--- src/rtl/program_loader_pkg.sv ---
// Shared definitions for the serial program loader: loader FSM encoding,
// stream header size and the instruction-memory write payload.
package program_loader_pkg;

    localparam int unsigned BYTE_W    = 8;
    localparam int unsigned WORD_W    = 16;
    localparam int unsigned ADDR_W    = 16;
    // Length header is LEN_HI, LEN_LO
    localparam int unsigned HDR_BYTES = 2;

    typedef enum logic [2:0] {
        ST_IDLE    = 3'd0,
        ST_LEN_HI  = 3'd1,
        ST_LEN_LO  = 3'd2,
        ST_DATA_HI = 3'd3,
        ST_DATA_LO = 3'd4,
        ST_CHECK   = 3'd5,
        ST_DONE    = 3'd6,
        ST_ERROR   = 3'd7
    } state_t;

    typedef struct packed {
        logic [ADDR_W-1:0] addr;
        logic [WORD_W-1:0] data;
    } mem_wr_t;

    // States in which the loader consumes a stream byte
    function automatic logic accepts_byte(input state_t s);
        return s inside {ST_LEN_HI, ST_LEN_LO, ST_DATA_HI, ST_DATA_LO, ST_CHECK};
    endfunction

endpackage

--- src/rtl/program_loader.sv ---
// Serial program loader: receives a length-prefixed, XOR-checksummed byte
// stream, writes 16-bit instruction words to memory and releases the CPU
// from reset only after a fully verified load.
module program_loader
    import program_loader_pkg::*;
#(
    parameter int unsigned MAX_WORDS = 256,
    parameter logic [15:0] BASE_ADDR = 16'h0000
) (
    input  logic        clk,
    input  logic        rst,
    input  logic        start,
    input  logic        in_valid,
    input  logic [7:0]  in_data,
    output logic        in_ready,
    output logic        mem_we,
    output logic [15:0] mem_addr,
    output logic [15:0] mem_wdata,
    output logic        cpu_rst,
    output logic        done,
    output logic        error
);

    localparam int unsigned LEN_W = HDR_BYTES * BYTE_W;

    state_t             state_q;
    state_t             state_d;
    logic [LEN_W-1:0]   len_q;
    logic [LEN_W-1:0]   word_cnt_q;
    logic [BYTE_W-1:0]  chk_q;
    logic [BYTE_W-1:0]  hi_q;
    mem_wr_t            wr_q;

    logic               xfer;
    logic [LEN_W-1:0]   n_c;
    logic               last_word;
    logic               clear;
    logic               ld_len_hi;
    logic               ld_len_lo;
    logic               ld_hi;
    logic               wr_word;
    logic               chk_upd;

    assign xfer      = in_valid && in_ready;
    assign n_c       = {len_q[LEN_W-1:BYTE_W], in_data};
    assign last_word = (word_cnt_q + LEN_W'(1)) == len_q;
    assign mem_addr  = wr_q.addr;
    assign mem_wdata = wr_q.data;

    // State register
    always_ff @(posedge clk) begin
        if (rst) begin
            state_q <= ST_IDLE;
        end else begin
            state_q <= state_d;
        end
    end

    // Next-state decode and datapath strobes
    always_comb begin
        state_d   = state_q;
        clear     = 1'b0;
        ld_len_hi = 1'b0;
        ld_len_lo = 1'b0;
        ld_hi     = 1'b0;
        wr_word   = 1'b0;
        chk_upd   = 1'b0;
        unique case (state_q)
            ST_IDLE, ST_DONE, ST_ERROR: begin
                if (start) begin
                    state_d = ST_LEN_HI;
                    clear   = 1'b1;
                end
            end
            ST_LEN_HI: begin
                if (xfer) begin
                    ld_len_hi = 1'b1;
                    chk_upd   = 1'b1;
                    state_d   = ST_LEN_LO;
                end
            end
            ST_LEN_LO: begin
                if (xfer) begin
                    ld_len_lo = 1'b1;
                    chk_upd   = 1'b1;
                    if (n_c == '0) begin
                        state_d = ST_CHECK;
                    end else if (32'(n_c) > 32'(MAX_WORDS)) begin
                        state_d = ST_ERROR;
                    end else begin
                        state_d = ST_DATA_HI;
                    end
                end
            end
            ST_DATA_HI: begin
                if (xfer) begin
                    ld_hi   = 1'b1;
                    chk_upd = 1'b1;
                    state_d = ST_DATA_LO;
                end
            end
            ST_DATA_LO: begin
                if (xfer) begin
                    wr_word = 1'b1;
                    chk_upd = 1'b1;
                    state_d = last_word ? ST_CHECK : ST_DATA_HI;
                end
            end
            ST_CHECK: begin
                if (xfer) begin
                    state_d = (in_data == chk_q) ? ST_DONE : ST_ERROR;
                end
            end
            default: state_d = ST_IDLE;
        endcase
    end

    // Length, word counter, checksum and high-byte capture
    always_ff @(posedge clk) begin
        if (rst) begin
            len_q      <= '0;
            word_cnt_q <= '0;
            chk_q      <= '0;
            hi_q       <= '0;
        end else begin
            if (clear) begin
                len_q      <= '0;
                word_cnt_q <= '0;
                chk_q      <= '0;
            end
            if (ld_len_hi) begin
                len_q[LEN_W-1:BYTE_W] <= in_data;
            end
            if (ld_len_lo) begin
                len_q[BYTE_W-1:0] <= in_data;
            end
            if (chk_upd) begin
                chk_q <= chk_q ^ in_data;
            end
            if (ld_hi) begin
                hi_q <= in_data;
            end
            if (wr_word) begin
                word_cnt_q <= word_cnt_q + LEN_W'(1);
            end
        end
    end

    // Memory write port; address wraps modulo 2^16 from BASE_ADDR
    always_ff @(posedge clk) begin
        if (rst) begin
            mem_we    <= 1'b0;
            wr_q.addr <= BASE_ADDR;
            wr_q.data <= '0;
        end else begin
            mem_we <= wr_word;
            if (wr_word) begin
                wr_q.addr <= BASE_ADDR + ADDR_W'(word_cnt_q << 1);
                wr_q.data <= {hi_q, in_data};
            end
        end
    end

    // Status outputs registered from the next state so they track the FSM
    always_ff @(posedge clk) begin
        if (rst) begin
            in_ready <= 1'b0;
            cpu_rst  <= 1'b1;
            done     <= 1'b0;
            error    <= 1'b0;
        end else begin
            in_ready <= accepts_byte(state_d);
            cpu_rst  <= (state_d != ST_DONE);
            done     <= (state_d == ST_DONE);
            error    <= (state_d == ST_ERROR);
        end
    end

endmodule

--- config.mk ---
export PLATFORM = sky130hd
export DESIGN_NAME = program_loader
export DESIGN_NICKNAME = d
export VERILOG_FILES = /design/src/rtl/program_loader_pkg.sv /design/src/rtl/program_loader.sv
export SDC_FILE = /design/constraint.sdc
export NUM_CORES = 1
export LEC_CHECK = 0
export ABC_AREA = 1
export CORE_MARGIN = 2
export CORE_UTILIZATION = 35
export DETAILED_ROUTE_END_ITERATION = 8
export GPL_ROUTABILITY_DRIVEN = 0
export PLACE_DENSITY = 0.55
export REMOVE_ABC_BUFFERS = 1
export SKIP_LAST_GASP = 1
export SLEW_MARGIN = 20
export SYNTH_ARGS = -nofsm -noshare
export SYNTH_HDL_FRONTEND = slang
export SYNTH_SLANG_ARGS = --single-unit
--- constraint.sdc ---
create_clock -name clk -period 4.4 [get_ports clk]
set_input_delay 1.32 -clock clk [delete_from_list [all_inputs] [get_ports clk]]
set_output_delay 1.32 -clock clk [all_outputs]
set_load 0.02 [all_outputs]
**Word-level counts from Yosys, hierarchy flattened**

Cells that the tools add are included.

- Flip-flop bits (word level): 87

- Eq/ne operators: 17
- Add/sub/neg operators: 1
- Bitwise logic cells: 1
- Reductions and logical operators: 10
- Multiplexer cells: 25
- Order comparisons: 1

Operators with widths:

| operator | number |
|---|---|
| 16-bit 2-to-1 mux | 2 |
| 8-bit 2-to-1 mux | 4 |
| 3-bit 2-to-1 mux | 9 |
| 3-bit equality test (second input constant) | 8 |
| 3-bit case mux with 6 select lines | 1 |
| 16-bit by 1-bit adder with 16-bit output (second input constant) | 1 |
| 16-bit equality test | 1 |
| 16-bit by 9-bit greater-than comparator with 1-bit output (second input constant) | 1 |
| 16-bit logical NOT | 1 |
| 3-bit by 2-bit equality test with 1-bit output (second input constant) | 4 |
| 1-bit 2-to-1 mux | 9 |
| 8-bit equality test | 1 |
| 2-bit nonzero test | 4 |
| 8-bit bitwise XOR | 1 |
| 3-bit by 1-bit equality test with 1-bit output (second input constant) | 2 |
| 5-bit nonzero test | 1 |
| 4-bit OR reduction | 1 |
| 3-bit logical NOT | 1 |
| 3-bit inequality test (second input constant) | 1 |
| 3-bit OR reduction | 1 |
| 1-bit logical AND | 1 |

**Depth between registers and ports, before layout**

Gate-level depths: netlist (run 1).

- Depth after elaboration: 7
- Gate-level depth with buffers: 17
- Depth with buffers taken out: 17

**Least setup slack after synthesis (run 1)**

OpenSTA, ideal clock, no wires.

- Path type: input -> register
- Start point: input in_valid
- End point: register cpu_rst
- Data required time: 4288 ps
- Slack: 1724 ps
- Arrival: 2564 ps
- Cell stages on the path: 10
- Path buffers: 0
- Cells stage by stage: nand2_1 > inv_1 > nand2_2 > clkinv_1 > a21oi_1 > nand4_1 > o31ai_1 > nand2_1 > nor2_2 > inv_1

- Longest elaborated chain between the ends: 4

Ends and longest elaborated chain:

| item | line | text |
|---|---|---|
| start: declaration | program_loader.sv:13 | `input logic in_valid,` |
| 1-bit logical AND * | program_loader.sv:44 | `assign xfer = in_valid && in_ready;` |
| 3-bit 2-to-1 mux, on equally long branches | -- |  |
| 3-bit case mux with 6 select lines * | program_loader.sv:68 | `unique case (state_q)` |
| 3-bit inequality test * | program_loader.sv:173 | `cpu_rst <= (state_d != ST_DONE);` |
| end signal: assignment | program_loader.sv:173 |  |
| end: declaration | program_loader.sv:19 | `output logic cpu_rst,` |

Every way passes the cells marked *; elsewhere a longest branch is shown, timed or not.
A chain may end at the register's enable or synchronous reset.

**Worst setup path after layout (run 1)**

- Start point: input in_valid
- End point: register wr_q (netlist bit mem_addr[11])

- Longest elaborated chain between the ends: 3

Ends and longest elaborated chain:

| item | line | text |
|---|---|---|
| 1-bit logical AND | program_loader.sv:44 |  |
| 1-bit 2-to-1 mux | program_loader.sv:103 | `if (xfer) begin` |
| 1-bit 2-to-1 mux | program_loader.sv:68 |  |
| end: declaration | program_loader.sv:32 | `mem_wr_t wr_q;` |

Every way passes these cells.

==> results.sh, run 1 <==
export IMPL_cpMostUsedCell="nand2_1"
export IMPL_cts_hold_buf=0
export IMPL_p_sw_share_pct=30.4
export IMPL_synth_top_family_by_area="simple AND/OR/NAND/NOR gates"
export IMPL_p_leak_nw=1.89
export IMPL_die_area_um2=12500
export IMPL_num_rows=39
export IMPL_core_um2=11400
export IMPL_p_clk_share_pct=38.5
export IMPL_drt_total_wl_mm=11.1
export IMPL_numCtsBuffers=9
export IMPL_clock_skew_ns=0.00413
export IMPL_grt_pass1_vias=3753
export IMPL_num_antenna_cells=0
export IMPL_power_internal_w=0.00150
export IMPL_yosysSeqAreaShare_pct=42.8
export IMPL_total_power_w=0.00215
export IMPL_grt_max_degree=54
export IMPL_synth_xor_area_share_pct=1.94
export IMPL_setup_worst_path_start="in_valid"
export IMPL_track_usage_pct=18.0
export IMPL_synth_compound_area_share_pct=15.9
export IMPL_synth_seq_cells=87
export IMPL_io_pins=49
export IMPL_power_frac_comb_pct=21.0
export IMPL_drc=0
export IMPL_synthFlopType="dfxtp_1"
export IMPL_crit_type="in2reg"
export IMPL_layoutNonFillerInstCount=783
export IMPL_ys_async_sr_fraction_pct=0
export IMPL_critPathRequiredTime_ns=4.63
export IMPL_dr_pass1_iters=5
export IMPL_synth_mux_area_share_pct=0
export IMPL_die_x_um=112
export IMPL_cts_setup_buffers=0
export IMPL_dpl_cell_count=767
export IMPL_antenna_left=0
export IMPL_worstPathMaxFanout=34
export IMPL_crit_chain="clkdlybuf4s50_1 -> nand2_1 -> inv_1 -> nand2_1 -> clkinv_1 -> buf_12 -> o21ai_0 -> a21oi_1"
export IMPL_htreeDepth=3
export IMPL_yosys_warnings=0
export IMPL_clock_root_buffer="clkbuf_16"
export IMPL_grt_overflow_total=0
export IMPL_fin_setup_tns_ns=0
export IMPL_rr_worst_depth=16
export IMPL_synthesis_area_per_instance_um2=6.85
export IMPL_final_nets=648
export IMPL_end_kind="flip-flop"
export IMPL_grt_pass1_wl_mm=18.0
export IMPL_power_frac_seq_pct=40.6
export IMPL_drtIter0Drc=197
export IMPL_cts_sinks=87
export IMPL_synth_cell_types=31
export IMPL_port_buffer_count=47
export IMPL_period_needed_ns=3.37
export IMPL_multi_input_area_um2=2000
export IMPL_yosys_area_top_type="dfxtp_1"
export IMPL_initial_core_util_pct=35.8
export IMPL_rsz0062_at_grt="no"
export IMPL_seqCellArea_um2=1740
export IMPL_vdd_drop_max_uv=200
export IMPL_cap_violations=0
export IMPL_r2r_start="word_cnt_q[0]"
export IMPL_critical_path_top_delay_family="buffers and inverters"
export IMPL_fp_dieH_um=112
export IMPL_critPathCapture="mem_addr[11]"
export IMPL_drv_slew=0
export IMPL_synth_top_area_share_pct=42.8
export IMPL_synth_edff_count=0
export IMPL_synthTopCellsByArea="dfxtp_1 (43%), nand2_1 (14%), a21oi_1 (9.0%), nand3_1 (6.9%), inv_1 (5.8%)"
export IMPL_post_route_period_util_pct=76.7
export IMPL_syn_inst=594
export IMPL_syn_cell_area_um2=4070
export IMPL_fmax_mhz=296
export IMPL_worstSkewPairLatency_ns=0.34
export IMPL_wl_per_cell_um=14.1
export IMPL_status="completed"
export IMPL_avgViaCountPerCell=5.10
export IMPL_yosys_area_share_adder_pct=0.308
export IMPL_switchingPower_w=0.000656
export IMPL_hold_slack_ns=0.457
export IMPL_final_hold_viol_count=0
export IMPL_reg2reg_slack_ns=1.89
export IMPL_fin_util_pct=43.9
export IMPL_antenna_found_initial=0
export IMPL_yosys_area_share_simple_pct=31.0
export IMPL_cts_resized=0
export IMPL_area_growth_pct=22.6
export IMPL_cp_slowest_cell="clkinv_1"
export IMPL_setup_worst_path_start_class="input port"
export IMPL_critPathMaxStageDelay_ns=0.68
export IMPL_cellPowerDensity_nw_per_um2=432
export IMPL_setup_violations=0
export IMPL_arrival_ns=3.61
export IMPL_fillers=1166
export IMPL_vias=3995
export IMPL_clk_pin_slew_worst_paths_ns=0.06
export IMPL_final_layout_size_suffix_gt1_share_pct=5.31
export IMPL_dp_hpwl_mm=7.83
export IMPL_cts_tree="built"
export IMPL_max_clock_path_buffers=2
export IMPL_r2r_end="in_ready"
export IMPL_worstMarginPinSlew_ns=0.955
export IMPL_cp_buffers_inverters=4
export IMPL_hold_path_class="reg2reg"
export IMPL_path_depth=8
export IMPL_slew_headroom_pct=36.2
stage by stage:
| step | worst slack, ns | area (um^2) |
|---|---|---|
| 2_1_floorplan | 1.04 | 3990 |
| 3_3_place_gp | 0.785 | 4670 |
| 3_5_place_dp | 0.686 | 4670 |
| 4_1_cts | 1.03 | 4990 |
| 5_1_grt | 0.805 | 4990 |
| 6_report | 1.03 | 4990 |
layer usage:
layer / up-vias / global-route usage [%] / wire (um)
met4: 0 / 7.98 / 345
met5: - / 0 / 0
met3: 26 / 3.92 / 540
li1: 2028 / - / -
met2: 98 / 28.4 / 4950
met1: 1843 / 23.7 / 5220
kinds of logic after synthesis:
family / Yosys count
compound gates: 122
flops: 87
xor+xnor: 9
other cells: 1
simple gates: 289
buf+inv: 85
fa+ha+maj: 1
cell usage after synthesis, types with 2 or more instances:
library cell,instances
nor3_1,2
xor2_1,3
o21ai_0,33
clkinv_1,2
nor2_4,2
nand3b_1,4
xnor2_1,6
inv_1,63
nor2_2,5
dfxtp_1,87
nand2_2,4
nand3_1,56
nand2_1,153
a21oi_1,73
o22ai_1,8
nor2_1,46
nand4_1,13
clkbuf_1,19
nand3_2,2
o31ai_1,2
power groups by stage:
stage	sequential [W]	clock, W	combinational (W)
6_report	0.000874	0.000828	0.000452
5_1_grt	0.000879	0.000889	0.000501
4_1_cts	0.000874	0.000851	0.000455
3_5_place_dp	0.000891	0	0.000451
3_3_place_gp	0.000890	0	0.000446
2_1_floorplan	0.000920	0	0.000256
worst min-delay path by stage:
| stage | start | to | slack (ns) | cells after the start |
|---|---|---|---|---|
| floorplan | hi_q[2] | mem_wdata[10] | 0.43 | 2 |
| global placement | mem_wdata[12] | mem_wdata[12] | 0.46 | 2 |
| detailed placement | hi_q[7] | mem_wdata[15] | 0.45 | 2 |
| CTS | hi_q[7] | mem_wdata[15] | 0.46 | 2 |
| global route | mem_wdata[13] | mem_wdata[13] | 0.48 | 2 |
| finish | hi_q[7] | mem_wdata[15] | 0.46 | 2 |
cell usage in the layout (no fill, tap or decap), types with 2 or more instances in the layout:
master,synthesis,final
nor3_1,2,2
bufinv_16,0,2
nand2_2,4,4
nand3_2,2,2
nor2_1,46,46
dfxtp_1,87,87
o22ai_1,8,8
xor2_1,3,3
nor2_4,2,2
clkbuf_16,0,9
nand4_1,13,13
clkinv_1,2,3
nor2_2,5,5
nand3b_1,4,4
nand2_1,153,153
nand3_1,56,56
o21ai_0,33,33
clkdlybuf4s50_1,0,46
buf_4,1,2
a21oi_1,73,73
xnor2_1,6,6
o31ai_1,2,2
inv_6,0,3
inv_1,63,62
sequential cells by signal, indices dropped and copies added, names as in the netlist:
| register | flops |
|---|---|
| len_q | 16 |
| mem_wdata | 16 |
| word_cnt_q | 16 |
| mem_addr | 15 |
| chk_q | 8 |
| hi_q | 8 |
| state_q | 3 |
| cpu_rst | 1 |
| done | 1 |
| error | 1 |
| in_ready | 1 |
| mem_we | 1 |
cell type report:
class | instances | area share, %
Tap cell | 143 | 3.59
Multi-Input combinational cell | 422 | 40.1
Clock buffer | 10 | 4.59
Sequential cell | 87 | 34.9
Clock inverter | 6 | 1.83
Inverter | 65 | 4.89
Timing Repair Buffer | 50 | 10.0
tightest hold or removal path, stage by stage, from the launching register on:
cell and delay, ns:
dfxtp_1 0.31, nand2_1 0.06, a21oi_1 0.05
(Power assumes the default switching activity.)
==> inputs of run 2 (changes only) <==
Settings changed: PLACE_DENSITY 0.55 to 0.57.
Clock period 4.4 ns to 3 ns, I/O delays scaled along.
==> run 2 against run 1 <==
Sequential share of layout area is 0.48 points lower; power grew 45%; die area stayed put; first-iteration DRC count up 18%; flip-flop and latch count did not move; clock power increased by 38%; worst setup slack worse by 0.59 ns; global-route usage rose by 0.60 points; critical path depth is 6 higher; critical endpoint is now in_ready; largest cell class unchanged.
==> results.sh, run 2 (synthesized netlist as in run 1, its figures left out) <==
export IMPL_io_pins=49
export IMPL_cts_resized=0
export IMPL_worstSkewPairLatency_ns=0.34
export IMPL_antenna_left=0
export IMPL_port_buffer_count=47
export IMPL_worstPathMaxFanout=7
export IMPL_vias=4069
export IMPL_cts_sinks=87
export IMPL_cap_violations=0
export IMPL_vdd_drop_max_uv=354
export IMPL_fin_setup_tns_ns=0
export IMPL_grt_pass1_vias=3822
export IMPL_crit_type="in2reg"
export IMPL_worstMarginPinSlew_ns=0.587
export IMPL_cellPowerDensity_nw_per_um2=617
export IMPL_grt_max_degree=54
export IMPL_critPathRequiredTime_ns=3.24
export IMPL_drc=0
export IMPL_period_needed_ns=2.56
export IMPL_dp_hpwl_mm=8.32
export IMPL_setup_worst_path_start="in_valid"
export IMPL_final_hold_viol_count=0
export IMPL_reg2reg_slack_ns=0.59
export IMPL_setup_worst_path_start_class="input port"
export IMPL_fp_dieH_um=112
export IMPL_cts_setup_buffers=0
export IMPL_initial_core_util_pct=35.8
export IMPL_layout_common_cells="nand2_1 (153), dfxtp_1 (87), a21oi_1 (73)"
export IMPL_antenna_found_initial=0
export IMPL_place_area_um2=4760
export IMPL_track_usage_pct=18.6
export IMPL_fmax_mhz=391
export IMPL_end_kind="flip-flop"
export IMPL_numCtsBuffers=9
export IMPL_drt_total_wl_mm=11.4
export IMPL_clk_pin_slew_worst_paths_ns=0.06
export IMPL_slew_headroom_pct=60.9
export IMPL_status="completed"
export IMPL_final_area_um2=5060
export IMPL_r2r_start="word_cnt_q[0]"
export IMPL_post_route_period_util_pct=85.4
export IMPL_layout_commonest_cell="nand2_1"
export IMPL_clock_skew_ns=0.00632
export IMPL_drv_slew=0
export IMPL_rsz0062_at_grt="no"
export IMPL_area_growth_pct=24.4
export IMPL_cts_tree="built"
export IMPL_avgViaCountPerCell=5.12
export IMPL_rr_worst_depth=16
export IMPL_core_um2=11400
export IMPL_num_antenna_cells=0
export IMPL_critPathCapture="in_ready"
export IMPL_r2r_end="in_ready"
export IMPL_max_clock_path_buffers=2
export IMPL_drtIter0Drc=232
export IMPL_arrival_ns=2.80
export IMPL_min_path_cells=2
export IMPL_final_layout_size_suffix_gt1_share_pct=7.06
export IMPL_grt_pass1_wl_mm=18.6
export IMPL_dr_pass1_iters=4
export IMPL_hold_path_class="reg2reg"
export IMPL_num_rows=39
export IMPL_fillers=1170
export IMPL_die_x_um=112
export IMPL_grt_overflow_total=0
export IMPL_cts_hold_buf=0
export IMPL_die_area_um2=12500
export IMPL_wl_per_cell_um=14.3
export IMPL_final_nets=660
export IMPL_clock_root_buffer="clkbuf_16"
export IMPL_htreeDepth=3
export IMPL_p_leak_nw=1.94
export IMPL_setup_violations=0
export IMPL_hp_start="hi_q[4]"
## run 2: cell types whose count changed in the layout (fill, tap and decap cells not counted), sizes merged
cell,before,now
clkbuf,10,11
inv,65,62
bufinv,2,1
clkinv,4,7
buf,4,16
## run 2: report_power, final
part | switching [W] | internal (W) | total [W]
clock | 0.000474 | 0.000669 | 0.00114
sequential | 0.0000482 | 0.00124 | 0.00128
combinational | 0.000447 | 0.000250 | 0.000697
## run 2: layout make-up
cell class                      count  area, um^2  area share (%)
Inverter                           65         244            4.82
Clock inverter                      5        57.6            1.14
Multi-Input combinational cell    422        2000            39.6
Tap cell                          143         179            3.54
Timing Repair Buffer               62         591            11.7
Sequential cell                    87        1740            34.4
Clock buffer                       11         243            4.80
## run 2: how the worst min path moves through the flow
| stage | to | slack, ns |
|---|---|---|
| after floorplan | mem_wdata[10] | 0.43 |
| after global placement | mem_wdata[15] | 0.45 |
| after detailed placement | mem_wdata[12] | 0.45 |
| after CTS | mem_wdata[12] | 0.46 |
| after global routing | mem_wdata[15] | 0.48 |
| final | mem_wdata[12] | 0.46 |
## run 2: per-stage QoR
stage / hold slack (ns) / instances / utilization (%) / worst slack [ns] / power (W)
5_1_grt: 0.476 / 795 / 44.5 / 0.228 / 0.00328
3_5_place_dp: 0.453 / 779 / 41.8 / 0.0914 / 0.00200
4_1_cts: 0.462 / 795 / 44.5 / 0.448 / 0.00314
6_report: 0.459 / 795 / 44.5 / 0.439 / 0.00312
2_1_floorplan: 0.432 / 574 / - / 0.0615 / 0.00173
3_3_place_gp: 0.453 / 779 / 41.8 / 0.147 / 0.00199
## run 2: routing by layer
layer / vias up / routed length (um) / GRT usage (%)
li1: 2055 / - / -
met1: 1888 / 5420 / 24.4
met2: 108 / 5320 / 30.5
met3: 18 / 450 / 3.43
met4: 0 / 224 / 7.00
met5: - / 0 / 0
## run 2: critical path: stages
cell             delay (ns)
clkdlybuf4s50_1        0.46
nand2_1                0.19
a21oi_1                0.18
o211ai_1               0.10
nor2_1                 0.09
nand3_1                0.08
nor2_1                 0.17
nand3_1                0.14
nand2_1                0.10
nand2_1                0.09
nand2_1                0.09
nand2_1                0.06
nor2_1                 0.11
nor2_1                 0.04
==> RTL edit 1, RTL diff (config.mk and constraints of run 2) <==
Change the parameter `MAX_WORDS` from 256 to 192.
--- a/src/rtl/program_loader.sv
+++ b/src/rtl/program_loader.sv
@@ -6,3 +6,3 @@
 #(
-    parameter int unsigned MAX_WORDS = 256,
+    parameter int unsigned MAX_WORDS = 192,
     parameter logic [15:0] BASE_ADDR = 16'h0000
Check against the original RTL: not equivalent (a bounded check fails within 4 cycles, from zero or initial values and one cycle with rst high).
==> RTL edit 1 against run 2 <==
  * The flow now finishes with violations (design-rule violations)
  * Combinational power grew 13%
  * Setup slack improved by 0.050 ns
  * Sequential cell count stayed put
  * Sequential share of layout area fell by 0.80 points
  * Power grew 1.8%
  * Cell area up 2.4%
  * Maximum frequency increased by 2.0%
  * Wire length decreased by 6.2%
  * Synthesized area increased by 2.3%
  * Critical path type unchanged
  * Largest power group unchanged
==> RTL edit 1: results (changes against run 2) <==
\begin{tabular}{lr}
\hline
Metric & Value \\
\hline
\multicolumn{2}{l}{\textbf{Outcome}} \\
Status & complete, but fails checks (was completed) \\
Failing checks & design-rule violations \\
\multicolumn{2}{l}{\textbf{Worst setup path}} \\
Start of the worst register-to-register path & word\_cnt\_q[1] (was word\_cnt\_q[0]) \\
Worst reg2reg setup slack & 0.67 ns (was 0.59 ns) \\
Crit path arrival time & 2.77 ns (was 2.80 ns) \\
Crit path to & cpu\_rst (was in\_ready) \\
\multicolumn{2}{l}{\textbf{GRT}} \\
Via count of the first global-routing pass & 3714 (was 3822) \\
Met1 global-route usage & 0.228 (was 0.244) \\
Global routing met3 resource utilization & 0.0509 (was 0.0343) \\
M2 GR Usage & 0.281 (was 0.305) \\
Global-route wire length before repair & 18.1 mm (was 18.6 mm) \\
Overall track demand over capacity in global routing & 0.176 (was 0.186) \\
\multicolumn{2}{l}{\textbf{STA}} \\
Tightest hold margin & 0.474 ns (was 0.459 ns) \\
Worst setup skew after layout & 0.00962 ns (was 0.00632 ns) \\
\multicolumn{2}{l}{\textbf{Yosys}} \\
Distinct cell type count of the synthesized netlist & 40 (was 31) \\
List of most frequent post-synthesis cells & sky130\_fd\_sc\_hd\_\_nand2\_1, sky130\_fd\_sc\_hd\_\_dfxtp\_1, sky130\_fd\_sc\_hd\_\_nor2\_1 (was sky130\_fd\_sc\_hd\_\_nand2\_1, sky130\_fd\_sc\_hd\_\_dfxtp\_1, sky130\_fd\_sc\_hd\_\_a21oi\_1) \\
Leading post-synthesis cells by cell area & sky130\_fd\_sc\_hd\_\_dfxtp\_1, sky130\_fd\_sc\_hd\_\_nand2\_1, sky130\_fd\_sc\_hd\_\_a21oi\_1, sky130\_fd\_sc\_hd\_\_nor2\_1, sky130\_fd\_sc\_hd\_\_nand3\_1 (was sky130\_fd\_sc\_hd\_\_dfxtp\_1, sky130\_fd\_sc\_hd\_\_nand2\_1, sky130\_fd\_sc\_hd\_\_a21oi\_1, sky130\_fd\_sc\_hd\_\_nand3\_1, sky130\_fd\_sc\_hd\_\_inv\_1) \\
\multicolumn{2}{l}{\textbf{Place}} \\
Half-perimeter wire length of the detailed placement result & 7.69 mm (was 8.32 mm) \\
\multicolumn{2}{l}{\textbf{Cells and area}} \\
Share of cells above drive strength 1 & 0.0965 (was 0.0706) \\
Layout net count & 661 (was 660) \\
\multicolumn{2}{l}{\textbf{Hold path}} \\
Hold path endpoint & chk\_q[1] (was mem\_wdata[12]) \\
Startpoint of the worst hold path & chk\_q[1] (was hi\_q[4]) \\
\multicolumn{2}{l}{\textbf{Pwr}} \\
Clock share of power & 0.343 (was 0.366) \\
Reg power frac & 0.410 (was 0.411) \\
Peak supply drop & 0.525 mV (was 0.354 mV) \\
Internal power consumption & 2.14 mW (was 2.15 mW) \\
\multicolumn{2}{l}{\textbf{Detailed routing}} \\
Violation count after the first detailed-route iteration & 240 (was 232) \\
DRC violation count after routing & 1 (was 0) \\
WL/cell & 13.4 um (was 14.3 um) \\
\hline
\end{tabular}
[RTL edit 1: cells by family after synthesis]
| family | count (synthesis) | share of synthesized area |
|---|---|---|
| DFF | 87 | 0.419 |
| xor gates and xnor gates | 11 | 0.0265 |
| buffers and inverters | 68 | 0.0629 |
| and+or+nand+nor | 314 | 0.346 |
| adders and majority gates | 1 | 0.00301 |
| AOI/OAI and AO/OA | 111 | 0.142 |
| other | 1 | 0.000901 |
[RTL edit 1: area by class of cell]
| type | instances | area [um^2] |
|---|---|---|
| Clock buffer | 10 | 239 |
| Clock inverter | 6 | 50.0 |
| Fill cell | 1193 | 6340 |
| Inverter | 48 | 180 |
| Multi-Input combinational cell | 438 | 2160 |
| Sequential cell | 87 | 1740 |
| Tap cell | 143 | 179 |
| Timing Repair Buffer | 64 | 623 |
[RTL edit 1: per-stage QoR]
step / cells / area (um^2) / utilization / setup WS, ns / setup TNS (ns)
global placement: 780 / 4890 / 0.424 / 0.174 / 0
floorplan: 573 / 4080 / - / -1.55 / -48.79
global route: 796 / 5180 / 0.450 / 0.307 / 0
detailed placement: 780 / 4890 / 0.424 / 0.0828 / 0
finish: 796 / 5180 / 0.450 / 0.490 / 0
CTS: 796 / 5180 / 0.450 / 0.452 / 0
[RTL edit 1: worst reg2reg max path: cells and delay by family, from the launching register on]
family        cells  cell delay, ns
flops             1            0.42
buf+inv           1            0.03
fa+ha+maj         1            0.25
simple gates     14            1.55
[RTL edit 1: layer usage]
metal	up-vias	part of all wire
met1	1803	0.48
met4	0	0.019
met2	95	0.46
met5	-	0
li1	2043	-
met3	15	0.044
==> RTL edit 2, RTL diff (settings of run 2) <==
Without the edit above. Make the reset (`rst`) asynchronous in 4 clocked blocks.
--- a/src/rtl/program_loader.sv
+++ b/src/rtl/program_loader.sv
@@ -50,3 +50,3 @@
     // State register
-    always_ff @(posedge clk) begin
+    always_ff @(posedge clk or posedge rst) begin
         if (rst) begin
@@ -118,3 +118,3 @@
     // Length, word counter, checksum and high-byte capture
-    always_ff @(posedge clk) begin
+    always_ff @(posedge clk or posedge rst) begin
         if (rst) begin
@@ -149,3 +149,3 @@
     // Memory write port; address wraps modulo 2^16 from BASE_ADDR
-    always_ff @(posedge clk) begin
+    always_ff @(posedge clk or posedge rst) begin
         if (rst) begin
@@ -164,3 +164,3 @@
     // Status outputs registered from the next state so they track the FSM
-    always_ff @(posedge clk) begin
+    always_ff @(posedge clk or posedge rst) begin
         if (rst) begin
Check against the original RTL: differs if rst is asserted again (counterexample within 4 cycles, from zero or initial values and one cycle with rst high); with rst held inactive, the same outputs for 10 cycles.
==> RTL edit 2 against run 2 <==
  * Worst hold slack gained 0.014 ns
  * Cell area is 3.2% higher
  * Sequential cell count stayed put
  * Wire length is 5.7% lower
  * Critical path depth is 4 higher
  * Sequential share of layout area increased by 7.3 points
  * Synthesized area rose by 3.1%
  * Maximum frequency is 3.9% higher
  * Setup slack better by 0.096 ns
Power is not compared: it rests on default switching activity, and its combinational part moved more than twofold at a synthesized area within 25%.
==> RTL edit 2: results (changes against run 2) <==
\begin{tabular}{lr}
\hline
Metric & Value \\
\hline
\multicolumn{2}{l}{\textbf{Cells and area}} \\
Layout net count & 593 (was 660) \\
Filler cells & 1148 (was 1170) \\
Share of cells above drive strength 1 & 0.101 (was 0.0706) \\
\multicolumn{2}{l}{\textbf{Outcome}} \\
Status & completed (unchanged) \\
\multicolumn{2}{l}{\textbf{Place}} \\
Half-perimeter wire length of the detailed placement result & 7.92 mm (was 8.32 mm) \\
Post-placement cell area & 4940 um\^{}2 (was 4760 um\^{}2) \\
\multicolumn{2}{l}{\textbf{Worst setup path}} \\
Crit path arrival time & 2.69 ns (was 2.80 ns) \\
Worst reg2reg setup slack & 0.54 ns (was 0.59 ns) \\
Worst r2r dst & in\_ready (unchanged) \\
Delay of the slowest critical-path stage & 0.48 ns (was 0.46 ns) \\
Worst-path maximum fanout & 9 (was 7) \\
\multicolumn{2}{l}{\textbf{STA}} \\
Tightest hold margin & 0.473 ns (was 0.459 ns) \\
Slew at the pin with the worst max-slew slack & 0.621 ns (was 0.587 ns) \\
\multicolumn{2}{l}{\textbf{Yosys}} \\
Proportion of synthesized chip area in sequential cells & 0.520 (was 0.428) \\
Leading post-synthesis cells by cell area & sky130\_fd\_sc\_hd\_\_dfrtp\_1, sky130\_fd\_sc\_hd\_\_nand2\_1, sky130\_fd\_sc\_hd\_\_nand3\_1, sky130\_fd\_sc\_hd\_\_o21ai\_0, sky130\_fd\_sc\_hd\_\_inv\_1 (was sky130\_fd\_sc\_hd\_\_dfxtp\_1, sky130\_fd\_sc\_hd\_\_nand2\_1, sky130\_fd\_sc\_hd\_\_a21oi\_1, sky130\_fd\_sc\_hd\_\_nand3\_1, sky130\_fd\_sc\_hd\_\_inv\_1) \\
List of most frequent post-synthesis cells & sky130\_fd\_sc\_hd\_\_nand2\_1, sky130\_fd\_sc\_hd\_\_dfrtp\_1, sky130\_fd\_sc\_hd\_\_inv\_1 (was sky130\_fd\_sc\_hd\_\_nand2\_1, sky130\_fd\_sc\_hd\_\_dfxtp\_1, sky130\_fd\_sc\_hd\_\_a21oi\_1) \\
Number of instances in the synthesized netlist & 519 (was 594) \\
\multicolumn{2}{l}{\textbf{Detailed routing}} \\
Violation count after the first detailed-route iteration & 241 (was 232) \\
WL met3 & 455 um (was 450 um) \\
Met2 Wirelength & 5.06 mm (was 5.32 mm) \\
WL/cell & 14.8 um (was 14.3 um) \\
Vias per inst & 5.01 (was 5.12) \\
Met1 WL & 5.03 mm (was 5.42 mm) \\
\multicolumn{2}{l}{\textbf{GRT}} \\
Via count of the first global-routing pass & 3718 (was 3822) \\
Overall track demand over capacity in global routing & 0.178 (was 0.186) \\
Global-route wire length before repair & 17.9 mm (was 18.6 mm) \\
Largest net degree at the start of global routing & 45 (was 54) \\
\hline
\end{tabular}
-- RTL edit 2: cell count changes after synthesis, sizes merged, moves of 3 or more --
cell	before	now
a21oi	73	1
clkbuf	19	11
dfrtp	0	86
dfxtp	87	0
nand3b	4	1
nor2	53	33
o21ai	33	53
o22ai	8	22
-- RTL edit 2: through the flow --
step                      total power, mW  utilization
after floorplan                      2.87            -
after global placement               3.61        0.427
after detailed placement             3.63        0.427
after CTS                            4.70        0.451
after global routing                 4.99        0.451
final                                4.67        0.451
-- RTL edit 2: worst max-delay path by stage --
| stage | end | slack [ns] | startpoint | depth (start not counted) |
|---|---|---|---|---|
| 3_3_place_gp | in_ready | 0.31 | in_valid | 16 |
| 3_5_place_dp | in_ready | 0.25 | in_valid | 16 |
| 5_1_grt | done | 0.23 | word_cnt_q[0] | 17 |
| 6_report | in_ready | 0.54 | word_cnt_q[0] | 18 |
| 2_1_floorplan | in_ready | -0.45 | in_valid | 10 |
| 4_1_cts | in_ready | 0.52 | word_cnt_q[0] | 16 |
-- RTL edit 2: cell families (layout without fill, tap and decap cells) --
group / after synthesis / count (layout) / share of synthesized area
simple gates: 265 / 265 / 0.285
flops: 87 / 87 / 0.520
compound gates: 79 / 79 / 0.103
buf+inv: 77 / 143 / 0.0699
xor+xnor: 9 / 9 / 0.0188
fa+ha+maj: 1 / 1 / 0.00298
other cells: 1 / 1 / 0.000895
-- RTL edit 2: report_power, final --
group          internal [mW]  switching (mW)  total (mW)
clock network          0.601           0.460        1.06
logic                  0.737            1.06        1.80
registers               1.56           0.244        1.80
total                   2.90            1.77        4.67
-- RTL edit 2: area by class of cell --
cell class                 instances  area, um^2  share of cell area
timing repair buffer              64         623               0.119
clock buffer                      12         256              0.0492
clock inverter                     4        20.0             0.00384
tap                              143         179              0.0343
inverter                          63         238              0.0456
multi-input combinational        355        1720               0.330
sequential                        87        2180               0.418
-- RTL edit 2: worst register-to-register path, delay by kind of cell (launching register included) --
kind,cells,cell delay (ns)
adder cells (fa/ha/maj),1,0.25
buffers and inverters,1,0.05
flip-flops,1,0.48
AND/OR/NAND/NOR,16,1.59
-- RTL edit 2: metal layers --
metal	GRT usage	vias up
met2	0.295	89
li1	-	1815
met3	0.0484	19
met1	0.227	1722
met5	0	-
met4	0.0585	0
